File: src/rtl/pos_ctrl_pkg.sv
// Shared definitions for the position controller: handshake state encoding
// and step-direction codes.
package pos_ctrl_pkg;

   typedef enum logic {
      ST_IDLE   = 1'b0,
      ST_NOTIFY = 1'b1
   } state_t;

   localparam logic DIR_LEFT  = 1'b0;
   localparam logic DIR_RIGHT = 1'b1;

endpackage

File: src/rtl/pos_ctrl_step.sv
// Combinational one-position step with wrap-around or saturation at the
// ends of 0..POS_MAX.
module pos_step
   import pos_ctrl_pkg::*;
#(
   parameter int POS_W   = 4,
   parameter int POS_MAX = 9,
   parameter bit WRAP    = 1'b1
) (
   input  logic [POS_W-1:0] pos,
   input  logic             dir,
   output logic [POS_W-1:0] next_pos,
   output logic             blocked
);

   localparam logic [POS_W-1:0] MAX_V  = POS_W'(POS_MAX);
   localparam logic [POS_W-1:0] ZERO_V = {POS_W{1'b0}};

   // Next position and end-stop detection for one step in direction dir
   always_comb begin
      next_pos = pos;
      blocked  = 1'b0;
      if (dir == DIR_RIGHT) begin
         if (pos == MAX_V) begin
            if (WRAP) begin
               next_pos = ZERO_V;
            end else begin
               blocked = 1'b1;
            end
         end else begin
            next_pos = pos + POS_W'(1);
         end
      end else begin
         if (pos == ZERO_V) begin
            if (WRAP) begin
               next_pos = MAX_V;
            end else begin
               blocked = 1'b1;
            end
         end else begin
            next_pos = pos - POS_W'(1);
         end
      end
   end

endmodule

File: src/rtl/pos_ctrl.sv
// Player position register fed by left/right/restart pulses; every accepted
// update is offered to the display stage via a valid/ack handshake.
module pos_ctrl
   import pos_ctrl_pkg::*;
#(
   parameter int POS_W     = 4,
   parameter int POS_MAX   = 9,
   parameter int START_POS = 0,
   parameter bit WRAP      = 1'b1,
   parameter int MOV_W     = 8
) (
   input  logic             clk_i,
   input  logic             rst_i,
   input  logic             en_i,
   input  logic             left_i,
   input  logic             right_i,
   input  logic             clr_i,
   input  logic             ack_i,
   output logic [POS_W-1:0] pos_o,
   output logic [MOV_W-1:0] moves_o,
   output logic             upd_o,
   output logic             edge_o,
   output logic             drop_o
);

   localparam logic [POS_W-1:0] START_V = POS_W'(START_POS);
   localparam logic [MOV_W-1:0] MOV_MAX = {MOV_W{1'b1}};

   state_t           state;
   logic [POS_W-1:0] next_pos;
   logic             blocked;
   logic             step;

   // Simultaneous left and right cancel each other out
   assign step = en_i & (left_i ^ right_i);

   pos_step #(
      .POS_W   (POS_W),
      .POS_MAX (POS_MAX),
      .WRAP    (WRAP)
   ) u_step (
      .pos      (pos_o),
      .dir      (right_i),
      .next_pos (next_pos),
      .blocked  (blocked)
   );

   // Handshake FSM with position, move counter and status pulse registers
   always_ff @(posedge clk_i or posedge rst_i) begin
      if (rst_i) begin
         state   <= ST_IDLE;
         pos_o   <= START_V;
         moves_o <= {MOV_W{1'b0}};
         upd_o   <= 1'b0;
         edge_o  <= 1'b0;
         drop_o  <= 1'b0;
      end else begin
         edge_o <= 1'b0;
         drop_o <= 1'b0;
         if (en_i && clr_i) begin
            // Restart always publishes a fresh update, even over an ack
            pos_o   <= START_V;
            moves_o <= {MOV_W{1'b0}};
            upd_o   <= 1'b1;
            state   <= ST_NOTIFY;
         end else begin
            case (state)
               ST_IDLE: begin
                  if (step) begin
                     if (blocked) begin
                        edge_o <= 1'b1;
                     end else begin
                        pos_o <= next_pos;
                        if (moves_o != MOV_MAX) begin
                           moves_o <= moves_o + MOV_W'(1);
                        end
                        upd_o <= 1'b1;
                        state <= ST_NOTIFY;
                     end
                  end
               end
               ST_NOTIFY: begin
                  if (step) begin
                     drop_o <= 1'b1;
                  end
                  if (ack_i) begin
                     upd_o <= 1'b0;
                     state <= ST_IDLE;
                  end
               end
               default: begin
                  upd_o <= 1'b0;
                  state <= ST_IDLE;
               end
            endcase
         end
      end
   end

endmodule

File: config.mk
export PLATFORM = sky130hd
export DESIGN_NAME = pos_ctrl
export DESIGN_NICKNAME = d
export VERILOG_FILES = /design/src/rtl/pos_ctrl_pkg.sv /design/src/rtl/pos_ctrl_step.sv /design/src/rtl/pos_ctrl.sv
export SDC_FILE = /design/constraint.sdc
export NUM_CORES = 1
export LEC_CHECK = 0
export BUFFER_PORTS_ARGS = -buffer_cell sky130_fd_sc_hd__clkbuf_2
export CORE_MARGIN = 2
export CORE_UTILIZATION = 56
export CTS_CLUSTER_SIZE = 40
export DETAILED_ROUTE_END_ITERATION = 12
export GPL_ROUTABILITY_DRIVEN = 0
export PLACE_DENSITY_LB_ADDON = 0.05
export SLEW_MARGIN = 20
export SYNTH_ARGS = -nofsm -noshare
export SYNTH_HDL_FRONTEND = slang
export SYNTH_HIERARCHICAL = 1
export SYNTH_SLANG_ARGS = --single-unit
File: constraint.sdc
create_clock -name clk_i -period 3.22 [get_ports clk_i]
set_clock_uncertainty 0.1 [all_clocks]
set_input_delay 0.161 -clock clk_i [delete_from_list [all_inputs] [get_ports clk_i]]
set_output_delay 0.161 -clock clk_i [all_outputs]
set_load 0.01 [all_outputs]
==> results.toml <==
[global_routing]
grt_start_max_net_pins = 17
grt_first_pass_wirelength_um = 3310
grt_usage = 0.228
antenna_found_initial = 0
first_global_vias = 769
global_route.overflow_total = 0

[route]
highest-signal-layer = "met4"
dr.pass1.iters = 4
via_count = 841
drt.antenna.violating_nets = 0
met2WireLength_um = 970
met1Wirelength_um = 911
post_drt_wl_per_cell_um = 14.2
drt-initial-drc-count = 38
route.met3.wl_um = 89
detail_route.drc_violations = 0
route.detailed.vias_per_inst = 5.96
wirelength_um = 2010

[synthesis]
post_synthesis_average_cell_area_um2 = 9.19
synth_top_cell_area_share = 0.427
synth.yosys.warnings = 6
ys.flop_type = "dfrtp_1"
synth-seq-area-share = 0.427
mappedNetlistNets = 110
synth_enable_flop_cells = 0
yosys.cell_count.top_type = "nand2_1"
post-synth-top-area-cell = "dfrtp_1"
netlist_area_um2 = 937
synth_async_sr_flop_share = 1.00
ys_types = 39
synth-seq-cells = 16
netlist_top_cells_area = "dfrtp_1 (43%), nand2_1 (7.2%), a21oi_1 (4.8%)"
netlist_instances = 102
most_common_library_cells_after_synthesis = "nand2_1 (18), dfrtp_1 (16), a21oi_1 (9)"

[min_path]
min_delay_path_depth = 3
hold_class = "input pin to register"
min-delay-start = "en_i"

[cells_and_area]
drive_gt1_frac = 0.256
design.final.nets = 134
layout.core_utilization = 0.708
fillerInstances = 129
antenna-diode-count = 0
finalNonFillerCells = 141
area_delta_synth_final_pct = 16.4

[setup_path]
worstSetupStartpoint = "moves_o[0]"
end_kind = "register"
r2r_start = "moves_o[0]"
cp.required_ns = 3.34
timing.critical_path.arrival_ns = 1.95
path_class = "register to register"
timing.critical_path.fanout_max = 6
rr_worst_depth = 5
worst_setup_path_start_kind = "register"

[power]
total_switching_power_uw = 122
clock_power_share = 0.312
internal-power_uw = 312
leakage_uw = 0.000501
power.ir.vdd_worst_v = 0.000372
power_frac_seq = 0.522
power.share.combinational = 0.167
power_density_over_the_cells_mw_per_mm2 = 398
power.switching_fraction = 0.281

[floorplanning]
placeable_core_region_mm2 = 0.00154
dieArea_mm2 = 0.00202
die_height_um = 44.9
die-width_um = 44.9
core.rowCount = 14
design.portCount = 22
initial_core_util = 0.608

[clocking]
cts_max_path_buffers = 2
clock_tree_from_tritoncts = "yes"
cts_root_buf = "clkbuf_4"
cts-buffers-inserted = 3
cts.sinks = 16
cts.htree.levels = 1
clkTransAtPathRegs_ns = 0.10
insertion_delay_ns = 0.29

[place]
place.detailed.instances = 135
dp_worst_setup_slack_ns = 1.42
portBuffers = 21
dp.final_hpwl_um = 1400

[sta]
min_period_over_period = 0.569
worst-slew-pin-transition_ns = 0.611
post-route-min-period_ns = 1.83
max_freq_mhz = 546
setup_slack_ns = 1.39
rsz_0062_raised_after_global_routing = "no"
tns_ns = 0
final_hold_viol_count = 0
relSlewSlack = 0.592
timing.final.setup_violations = 0
maxSlewViolCount = 0
final.hold.worst_slack_ns = 0.0333

[status]
outcome = "completed"

[job]
max_cap_violations = 0
[state kept, by name (all words and copies together), names as in the netlist]
| register | flops |
|---|---|
| edge_o | 1 |
| moves_o | 8 |
| state | 1 |
| pos_o | 4 |
| drop_o | 1 |
| upd_o | 1 |
[per-layer routing]
layer	vias to the layer above	track usage
li1	410	-
met1	401	0.287
met2	26	0.394
met3	4	0.0360
met4	0	0.0882
met5	-	0
[through the flow]
stage | area (µm²) | total power (µW)
3_3_place_gp | 1030 | 298
4_1_cts | 1090 | 436
6_report | 1090 | 435
2_1_floorplan | 937 | 280
5_1_grt | 1090 | 451
3_5_place_dp | 1030 | 301
[power by group through the flow]
stage | Clock [µW] | Combinational, µW | Sequential (µW)
final | 135 | 72.5 | 227
after global placement | 0 | 68.1 | 230
after floorplan | 0 | 49.6 | 230
after CTS | 137 | 72.5 | 227
after global routing | 141 | 80.6 | 229
after detailed placement | 0 | 70.0 | 231
[layout by cell type (no fill, tap or decap), types with 2 or more instances in the layout]
cell type and n:
a21oi_1 9, and2_1 2, clkbuf_2 21, clkbuf_4 3, dfrtp_1 16, dlygate4sd3_1 2, inv_1 4, mux2i_1 2
nand2_1 18, nand3_1 5, nor2_1 5, nor3_1 4, o21ai_0 5, or4_1 2, xor2_1 3
[final timing paths]
kind | endpoint | slack [ns]
min reg2reg | upd_o | 0.44
max in group asynchronous | moves_o[1] | 2.25
max | moves_o[5] | 1.39
min | upd_o | 0.03
min in group asynchronous | drop_o | 0.36
max reg2reg | moves_o[5] | 1.39
[timing repair]
item                      CTS  global route
resized for setup           0             0
hold endpoints to repair   17             0
hold buffers                2             0
setup buffers               0             0
[critical path, stage by stage, from the launching register on]
cell	delay (ns)
dfrtp_1	0.44
ha_1	0.26
nand4_1	0.24
o211ai_4	0.16
or4_1	0.42
a21oi_1	0.15
[layout make-up]
cell class | count | area (µm²) | share of cell area
flip-flops and latches | 16 | 400 | 0.367
repair buffers | 23 | 125 | 0.115
clock buffers | 4 | 36.3 | 0.0333
inverters | 4 | 15.0 | 0.0138
well taps | 16 | 20.0 | 0.0183
multi-input cells | 78 | 494 | 0.453
[cell families after synthesis]
group,Yosys count,share of synthesized area
simple gates,46,0.259
mux,2,0.0214
other cells,1,0.00400
fa+ha+maj,1,0.0133
xor+xnor,5,0.0548
compound gates,23,0.175
buf+inv,8,0.0454
flops,16,0.427
(Power assumes the default switching activity.)
